$ cat config.mk
export PLATFORM = sky130hd
export DESIGN_NAME = counter_input_conditioner
export DESIGN_NICKNAME = d
export VERILOG_FILES = /design/src/rtl/counter_input_conditioner.sv
export SDC_FILE = /design/constraint.sdc
export NUM_CORES = 1
export LEC_CHECK = 0
export CAP_MARGIN = 40
export CORE_MARGIN = 1
export CORE_UTILIZATION = 65
export CTS_CLUSTER_SIZE = 14
export DETAILED_ROUTE_END_ITERATION = 7
export PLACE_DENSITY = 0.91
export SLEW_MARGIN = 5
export SYNTH_ARGS = -nofsm -noshare
export SYNTH_HDL_FRONTEND = slang
export SYNTH_SLANG_ARGS = --single-unit
$ cat constraint.sdc
create_clock -name Clock -period 6.2 [get_ports Clock]
set_input_delay 0.93 -clock Clock [delete_from_list [all_inputs] [get_ports Clock]]
set_output_delay 0.93 -clock Clock [all_outputs]
set_load 0.05 [all_outputs]
$ cat src/rtl/counter_input_conditioner.sv
// Conditions three raw front-panel inputs (step, load, direction) into clean
// strobes and a level for a downstream up/down counter, with step auto-repeat.
module counter_input_conditioner #(
   parameter int DB_LIMIT     = 16,
   parameter int HOLD_LIMIT   = 500,
   parameter int REPEAT_LIMIT = 100
) (
   input  logic Clock,
   input  logic Reset,
   input  logic StepBtn,
   input  logic LoadBtn,
   input  logic DirSw,
   output logic Step,
   output logic Load,
   output logic Count
);
   localparam int NCH     = 3;
   localparam int STEP_CH = 0;
   localparam int LOAD_CH = 1;
   localparam int DIR_CH  = 2;

   localparam logic [7:0]  DB_LAST   = 8'(DB_LIMIT - 1);
   // The hold window counts cycles after the first Step cycle, so the
   // comparison runs one count further than the repeat interval.
   localparam logic [15:0] HOLD_LAST = 16'(HOLD_LIMIT);
   localparam logic [15:0] REP_LAST  = 16'(REPEAT_LIMIT - 1);

   typedef enum logic [1:0] {
      IDLE   = 2'd0,
      HOLD   = 2'd1,
      REPEAT = 2'd2
   } state_t;

   logic [NCH-1:0]      raw, sync1, sync2, deb;
   logic [NCH-1:0][7:0] dbcnt;
   logic [1:0]          deb_q;
   state_t              state, state_n;
   logic [15:0]         t, t_n;
   logic                emit, step_rise, load_rise, inhibit;

   assign raw = {DirSw, LoadBtn, StepBtn};

   always_ff @(posedge Clock or negedge Reset) begin
      if (!Reset) begin
         sync1 <= '0;
         sync2 <= '0;
      end else begin
         sync1 <= raw;
         sync2 <= sync1;
      end
   end

   // Any return of s to d before the count expires restarts the window.
   always_ff @(posedge Clock or negedge Reset) begin
      if (!Reset) begin
         deb   <= '0;
         dbcnt <= '0;
      end else begin
         for (int i = 0; i < NCH; i++) begin
            if (sync2[i] == deb[i]) begin
               dbcnt[i] <= '0;
            end else if (dbcnt[i] == DB_LAST) begin
               deb[i]   <= sync2[i];
               dbcnt[i] <= '0;
            end else begin
               dbcnt[i] <= dbcnt[i] + 8'd1;
            end
         end
      end
   end

   assign step_rise = deb[STEP_CH] & ~deb_q[STEP_CH];
   assign load_rise = deb[LOAD_CH] & ~deb_q[LOAD_CH];
   // Load owns the counter while its button is down and during its pulse.
   assign inhibit   = deb[LOAD_CH] | Load;
   assign Count     = deb[DIR_CH];

   always_comb begin
      state_n = state;
      t_n     = t;
      emit    = 1'b0;
      if (inhibit) begin
         state_n = IDLE;
         t_n     = '0;
      end else begin
         case (state)
            IDLE: begin
               if (step_rise) begin
                  emit    = 1'b1;
                  t_n     = '0;
                  state_n = HOLD;
               end
            end
            HOLD: begin
               if (!deb[STEP_CH]) begin
                  state_n = IDLE;
                  t_n     = '0;
               end else if (t == HOLD_LAST) begin
                  emit    = 1'b1;
                  t_n     = '0;
                  state_n = REPEAT;
               end else begin
                  t_n = t + 16'd1;
               end
            end
            REPEAT: begin
               if (!deb[STEP_CH]) begin
                  state_n = IDLE;
                  t_n     = '0;
               end else if (t == REP_LAST) begin
                  emit = 1'b1;
                  t_n  = '0;
               end else begin
                  t_n = t + 16'd1;
               end
            end
            default: begin
               state_n = IDLE;
               t_n     = '0;
            end
         endcase
      end
   end

   always_ff @(posedge Clock or negedge Reset) begin
      if (!Reset) begin
         state <= IDLE;
         t     <= '0;
         deb_q <= '0;
         Step  <= 1'b0;
         Load  <= 1'b0;
      end else begin
         state <= state_n;
         t     <= t_n;
         deb_q <= deb[1:0];
         Step  <= emit;
         Load  <= load_rise;
      end
   end

endmodule

==> metrics, run 1 <==
Antenna Diode Count 0; VDD IR-drop max 0.227 mV; sequential fraction of the synthesis area 0.517; number of global-route vias before repair 1,920; Initial DRC Count 196; Mapped Nets 272; layout cell share with drive strength beyond 1 0.0858; crit share post-route 0.446; synth unique cells 44; simple-gate share of the synthesized area 0.210; async set-reset flop share out of synthesis 1.00; Vias per Instance 6.13; worst-margin pin slew 766 ps; DPL Wire Length 3.20 mm; routability cong. 0.852; clock buffer depth 2; maximum clock frequency 0.362 GHz; XOR/XNOR share of the synthesized area 0.0789; Power Density 255 mW/mm²; Chip Width 66 µm; PostCTS Resize Cnt 0; CP endpoint kind flop; utilization after layout 0.763; Mean Syn Cell Area 10.4 µm²; Pre-antenna DRT Iters 4; P_leak 0.00131 µW; Cells after Synth 257; Die Y 66 µm; first-pass GRT wire length 8.37 mm; complex-gate fraction of the synthesized area 0.0954; fin crit period 2760 ps; Total Nets Final 282; Final setup viols 0; hold depth 0; number of port buffers 7; Synth Register Bits 55; H-tree depth 2; vias 1,938; DRC 0; Initial Util 0.701; Max-Cap Viols 0; grt ovf 0; insertion delay to the later sink of the worst-skew pair 300 ps; post-CTS setup buffers 0; Clock Tree Root clkbuf_8; FILL cells 265; post-route cell area 0.00290 mm²; CP Max Fanout 18; Post-synth top flop dfrtp_1; # rows 22; Final Skew 6.83 ps; R2R depth 7; CTS tree yes; Final Max Tran Viols 0; status finished, final reports clean; Core Footprint 0.00380 mm²; Reg clk slew, reported paths 90 ps; Die ar. 0.00436 mm²; Setup CP Type reg -> reg; largest net degree at the start of global routing 56; hold_buf cts 0; Worst Setup Start Kind flop; yosys warns 0; main combinational cell family by area after synthesis simple AND/OR/NAND/NOR gates; clock sinks 55; Setup TNS 0 ps; IO Count 8; antenna violations before repair 0; Global Route Usage Sum 0.254; DR WL/cell 15.2 µm; area grow syn2layout 8.88%; RSZ-0062 raised after global routing no; mux cell area share after synthesis 0.0244; hold crit path type reg -> reg; post-synthesis cell area 0.00266 mm²; adder-cell share of the synthesized area 0.0470; critical path required time 6380 ps; number of synthesized flops with an enable pin 0; CTS Buf Count 5; antenna-violating nets left 0; Final Hold Vio Count 0; DP Area 0.00277 mm²; arrival time worst endpoint 2940 ps; total length of routed wires 4.79 mm; Slew HR 0.489
## final timing paths
kind,startpoint,to,slack [ps]
worst max register to register,t[0]$_DFFE_PN0P_,t[14]$_DFFE_PN0P_,3440
worst min-delay path,sync1[1]$_DFF_PN0_,sync2[1]$_DFF_PN0_,350
worst min register to register,sync1[1]$_DFF_PN0_,sync2[1]$_DFF_PN0_,350
min in group asynchronous,Reset,state[0]$_DFFE_PN0P_,730
worst max-delay path,t[0]$_DFFE_PN0P_,t[14]$_DFFE_PN0P_,3440
max in group asynchronous,Reset,Load$_DFF_PN0_,5020
## metal layers
| metal | track usage | vias up | share of wire |
|---|---|---|---|
| li1 | - | 921 | - |
| met1 | 0.349 | 956 | 0.47 |
| met2 | 0.408 | 51 | 0.47 |
| met5 | 0 | - | 0 |
| met4 | 0.0851 | 0 | 0.013 |
| met3 | 0.0483 | 10 | 0.040 |
## layout by cell type (no fill, tap or decap), types with 3 or more instances in the layout
cell type,instances
nor4_1,5
and3_1,9
ha_1,10
xnor2_1,10
o21ai_0,5
nand2_1,23
dfrtp_1,55
inv_1,7
a31oi_1,9
a21oi_1,13
nor2_1,27
nand4_1,6
or2_2,3
mux2_2,4
clkdlybuf4s50_1,6
clkbuf_8,5
and2_1,6
nand3_1,17
xor2_1,14
## power breakdown
| part | internal, µW | total (µW) | switching (µW) | leakage [µW] |
|---|---|---|---|---|
| registers | 369 | 378 | 9.50 | 0.000745 |
| clock network | 161 | 271 | 110 | 0.0000654 |
| logic | 31.7 | 89.1 | 57.3 | 0.000499 |
| total | 562 | 739 | 177 | 0.00131 |
## cells in the mapped netlist, drive strengths merged, types with 2 or more instances
master	instances	area share
mux2i	2	0.0075
nor2	27	0.038
clkbuf	5	0.011
ha	10	0.047
and3	10	0.024
a41oi	2	0.0066
o21ai	5	0.0094
nor4	5	0.012
inv	7	0.0099
xor2	14	0.046
a31oi	9	0.021
mux2	4	0.017
xnor2	10	0.033
or4	3	0.011
nand4	6	0.014
dfrtp	55	0.52
buf	2	0.0061
nand2	23	0.032
nand2b	2	0.0047
or2	4	0.0094
o41ai	2	0.0066
nand3	17	0.032
a21oi	13	0.024
and2	6	0.014
## stage by stage
stage	std cells	hold WS (ps)	total power, µW	worst slack [ps]
after CTS	316	357	744	3440
after detailed placement	308	336	473	3570
final	316	354	739	3440
after global routing	316	365	774	3340
after floorplan	257	331	444	4000
after global placement	307	332	468	3670
## logic make-up after synthesis
logic type | Yosys count
multiplexers | 6
XOR/XNOR | 24
flip-flops | 55
buffers and inverters | 14
adder cells (fa/ha/maj) | 10
AND/OR/NAND/NOR | 109
AO/OA/AOI/OAI | 39
## critical path, stage by stage, from the launching register on
cell	delay [ps]
dfrtp_1	410
ha_1	230
or3b_2	480
o41ai_1	390
a21oi_1	320
buf_4	300
and3_1	170
or3_1	330
## sequential cells by signal, summed over array words and instances, names as in the netlist
signal / flops
dbcnt: 24
t: 16
deb: 3
sync1: 3
sync2: 3
deb_q: 2
state: 2
Load: 1
Step: 1
## layout make-up
type	instances	area, µm²	share of cell area
multi-input combinational	188	1210	0.419
inverter	7	26.3	0.00906
tap	48	60.1	0.0207
timing repair buffer	10	90.1	0.0311
sequential	55	1380	0.475
clock inverter	2	60.1	0.0207
clock buffer	6	72.6	0.0250
(Power assumes the default switching activity.)
==> run 2, diff against run 1 <==
--- a/config.mk
+++ b/config.mk
@@ -7,10 +7,10 @@
 export LEC_CHECK = 0
 export CAP_MARGIN = 40
 export CORE_MARGIN = 1
-export CORE_UTILIZATION = 65
+export CORE_UTILIZATION = 60
 export CTS_CLUSTER_SIZE = 14
 export DETAILED_ROUTE_END_ITERATION = 7
-export PLACE_DENSITY = 0.91
+export PLACE_DENSITY = 0.85
 export SLEW_MARGIN = 5
 export SYNTH_ARGS = -nofsm -noshare
 export SYNTH_HDL_FRONTEND = slang
==> constraint.sdc (replaced) <==
create_clock -name Clock -period 2.9 [get_ports Clock]
set_input_delay 0.435 -clock Clock [delete_from_list [all_inputs] [get_ports Clock]]
set_output_delay 0.435 -clock Clock [all_outputs]
set_load 0.05 [all_outputs]
==> run 2 against run 1 <==
Routed wire length shrank 4.1%; global-route usage down 4.1 points; non-clock buffer count increased by 3; hold slack worse by 120 ps; register-to-register slack got worse by 3000 ps; combinational power rose by 120%.
==> metrics, run 2 (synthesis results as in run 1) <==
Final WS setup 470 ps; grt ovf 0; CTS tree yes; Power Density 524 mW/mm²; worst-margin pin slew 667 ps; antenna-violating nets left 0; routability cong. 0.865; VDD IR-drop max 0.406 mV; clock buffer depth 2; # rows 23; fin crit period 2430 ps; Worst Setup Start Kind flop; most frequent cells in the layout dfrtp_1, nor2_1, nand2_1; FILL cells 286; DR WL/cell 14.3 µm; Top reg by flops dbcnt; Initial DRC Count 102; max incr delay on CP 490 ps; number of port buffers 7; Pre-antenna DRT Iters 4; DPL Wire Length 3.25 mm; commonest non-fill, non-tap cell in the layout dfrtp_1; PostCTS Resize Cnt 0; arrival time worst endpoint 2630 ps; Initial Util 0.647; Final Hold Vio Count 0; Setup CP Type reg -> reg; Final Skew 5.19 ps; CP endpoint kind flop; Final Max Tran Viols 0; P_leak 0.00132 µW; Global Route Usage Sum 0.213; CP Max Fanout 12; first-pass GRT wire length 7.39 mm; H-tree depth 2; Setup WS pre-CTS 514 ps; IO Count 8; hold crit path type in -> async; maximum clock frequency 0.412 GHz; total length of routed wires 4.60 mm; layout cell share with drive strength beyond 1 0.0996; Vias per Instance 5.90; antenna violations before repair 0; Setup TNS 0 ps; area grow syn2layout 9.30%; Antenna Diode Count 0; Chip Width 68.6 µm; Reg clk slew, reported paths 90 ps; insertion delay to the later sink of the worst-skew pair 300 ps; vias 1,895; crit share post-route 0.838; Die Y 68.6 µm; clock sinks 55; status finished, final reports clean; register area 0.00138 mm²; CTS Buf Count 5; CP Cell Sequence ha_1, or3b_2, o41ai_1, a21oi_1, buf_4, and3_1, a221o_1; Core Footprint 0.00412 mm²; number of global-route vias before repair 1,728; Slew HR 0.556; DRC 0; largest registers dbcnt (24), t (16); Total Nets Final 285; Slowest cell on crit path or3b_2; post-CTS setup buffers 0; RSZ-0062 raised after global routing no; critical path required time 3100 ps; largest net degree at the start of global routing 56; combined area of the multi-input logic cells 0.00121 mm²; Die ar. 0.00471 mm²; hold_buf cts 0; Clock Tree Root clkbuf_8; Final setup viols 0; Largest register FFs 24; Max-Cap Viols 0
[run 2: final cells by class]
class | count | area share
tap | 50 | 0.0215
inverter | 7 | 0.00903
sequential | 55 | 0.473
timing repair buffer | 13 | 0.0378
clock buffer | 6 | 0.0284
multi-input combinational | 188 | 0.417
clock inverter | 2 | 0.0133
[run 2: final timing paths]
kind,cells after the start,end,slack [ps],startpoint
max,7,t[3]$_DFFE_PN0P_,470,t[0]$_DFFE_PN0P_
min,2,dbcnt[1]$_DFF_PN0_,240,Reset
max reg2reg,7,t[3]$_DFFE_PN0P_,470,t[0]$_DFFE_PN0P_
min reg2reg,0,sync2[1]$_DFF_PN0_,350,sync1[1]$_DFF_PN0_
max in group asynchronous,2,t[2]$_DFFE_PN0P_,2220,Reset
min in group Clock,0,sync2[1]$_DFF_PN0_,350,sync1[1]$_DFF_PN0_
[run 2: through the flow]
stage	utilization	std cells	instance area (µm²)	total power, µW	hold WS (ps)
2_1_floorplan	-	257	2660	949	139
3_3_place_gp	0.676	312	2780	1000	333
3_5_place_dp	0.678	313	2790	1010	335
5_1_grt	0.707	321	2910	1590	317
6_report	0.707	321	2910	1520	238
4_1_cts	0.707	321	2910	1540	264
[run 2: power breakdown]
part	switching [µW]	total, µW	internal [µW]
Sequential	17.2	805	788
Combinational	124	193	68.8
Clock	242	526	284
[run 2: worst max-delay path: cells and delay by family, from the launching register on]
kind                     cells  cell delay, ps
AO/OA/AOI/OAI                3             820
adder cells (fa/ha/maj)      1             230
buffers and inverters        1             220
flip-flops                   1             400
AND/OR/NAND/NOR              2             650
[run 2: metal layers]
layer / track usage / wire length [µm]
met2: 0.368 / 2250
met4: 0.0703 / 37
met5: 0 / 0
met3: 0.0493 / 149
met1: 0.262 / 2160
==> run 3, diff against run 2 <==
==> constraint.sdc (replaced) <==
create_clock -name Clock -period 2.4 [get_ports Clock]
set_input_delay 0.36 -clock Clock [delete_from_list [all_inputs] [get_ports Clock]]
set_output_delay 0.36 -clock Clock [all_outputs]
set_load 0.05 [all_outputs]
==> run 3 against run 2 <==
Maximum frequency rose by 4.4%; power rose by 24%; worst setup slack got worse by 400 ps; via count rose by 2.6%; hold slack got worse by 180 ps; non-clock buffer count rose by 9; sequential share of layout area fell by 2.1 points; clock skew rose by 2.6 ps; die area did not move; critical path type unchanged; largest power group unchanged.
==> metrics, run 3 (synthesis results as in run 1) <==
first-pass GRT wire length 8.33 mm; commonest non-fill, non-tap cell in the layout dfrtp_1; Vias per Instance 5.89; critical path required time 2600 ps; maximum clock frequency 0.430 GHz; status finished, final reports clean; Largest register FFs 24; grt ovf 0; vias 1,944; Setup TNS 0 ps; crit share post-route 0.970; RSZ-0062 raised after global routing no; Global Route Usage Sum 0.247; clock network fraction of design power 0.346; routability cong. 0.894; Final Hold Vio Count 0; Net Sw Frac 0.260; hold crit path type in -> async; antenna-violating nets left 0; Chip Width 68.6 µm; # rows 23; CTS Buf Count 5; DR WL/cell 16.1 µm; IO Count 8; Setup CP Type reg -> reg; Antenna Diode Count 0; insertion delay to the later sink of the worst-skew pair 310 ps; combined area of the multi-input logic cells 0.00127 mm²; largest net degree at the start of global routing 30; Final setup viols 0; Total Nets Final 294; area grow syn2layout 14.3%; CP Max Fanout 12; Power Density 619 mW/mm²; antenna violations before repair 0; most frequent cells in the layout dfrtp_1, nor2_1, nand2_1; P_leak 0.00138 µW; Initial Util 0.647; combinational share of power 0.137; number of global-route vias before repair 1,876; Die ar. 0.00471 mm²; Top reg by flops dbcnt; number of port buffers 7; CTS tree yes; P_int 1390 µW; layout cell share with drive strength beyond 1 0.143; Final Max Tran Viols 0; Clock Tree Root clkbuf_8; worst-margin pin slew 643 ps; clock sinks 55; Die Y 68.6 µm; Reg clk slew, reported paths 100 ps; register area 0.00138 mm²; largest registers dbcnt (24), t (16); Core Footprint 0.00412 mm²; fin crit period 2330 ps; Slew HR 0.571; VDD IR-drop max 0.381 mV; Final Skew 7.79 ps; CP endpoint kind flop; sequential power share 0.517; Worst Setup Start Kind flop; DRC 0; Hold Slack 56.2 ps; arrival time worst endpoint 2530 ps; Max-Cap Viols 0; P_sw 490 µW; FILL cells 296; DPL Wire Length 3.53 mm; Initial DRC Count 119; Pre-antenna DRT Iters 4; H-tree depth 2; clock buffer depth 2; total length of routed wires 5.30 mm
[run 3: cell types whose count changed in the layout (fill, tap and decap cells not counted), sizes merged]
cell,delta
buf,+9
[run 3: final timing paths]
check | start | to | slack [ps] | cells after the start
worst max-delay path | t[0]$_DFFE_PN0P_ | t[14]$_DFFE_PN0P_ | 70 | 6
worst min-delay path | Reset | dbcnt[1]$_DFF_PN0_ | 60 | 1
worst max register to register | t[0]$_DFFE_PN0P_ | t[14]$_DFFE_PN0P_ | 70 | 6
worst min register to register | sync1[0]$_DFF_PN0_ | sync2[0]$_DFF_PN0_ | 350 | 0
max in group asynchronous | Reset | dbcnt[12]$_DFF_PN0_ | 1770 | 2
min in group Clock | sync1[0]$_DFF_PN0_ | sync2[0]$_DFF_PN0_ | 350 | 0
[run 3: power groups by stage]
| stage | sequential [µW] | combinational (µW) | clock, µW |
|---|---|---|---|
| after floorplan | 988 | 158 | 0 |
| after global placement | 990 | 224 | 0 |
| after detailed placement | 992 | 232 | 0 |
| after CTS | 974 | 237 | 654 |
| after global routing | 978 | 292 | 683 |
| final | 974 | 258 | 653 |
[run 3: cell type report]
class	instances	area share
clock buffers	6	0.0271
clock inverters	2	0.0127
inverters	7	0.00863
multi-input cells	188	0.416
flip-flops and latches	55	0.452
well taps	50	0.0206
repair buffers	22	0.0625
[run 3: timing repair]
action                     CTS  global route
hold buffers                 0             0
setup endpoints to repair    3            12
gates resized for setup      1             6
setup buffers                0             0
[run 3: worst max-delay path, stage by stage (launching register included)]
cell     delay [ps]
dfrtp_1         400
ha_1            190
or3b_2          510
o41ai_4         410
a21oi_4         170
and3_1          200
or3_1           340
[run 3: metal layers]
layer / part of all wire / routed length (µm) / global-route usage / vias up
li1: - / - / - / 947
met1: 0.44 / 2350 / 0.298 / 945
met2: 0.50 / 2660 / 0.429 / 40
met3: 0.033 / 177 / 0.0526 / 12
met4: 0.022 / 116 / 0.0964 / 0
met5: 0 / 0 / 0 / -
[run 3: through the flow]
stage               area, µm²   util  setup WS [ps]  std cells  total power (µW)
floorplan                2660      -            202        257              1150
global placement         2870  0.697            107        322              1210
detailed placement       2870  0.697          0.354        322              1220
CTS                      2990  0.728           5.17        330              1860
global route             3040  0.739           5.07        330              1950
finish                   3040  0.739           72.1        330              1880
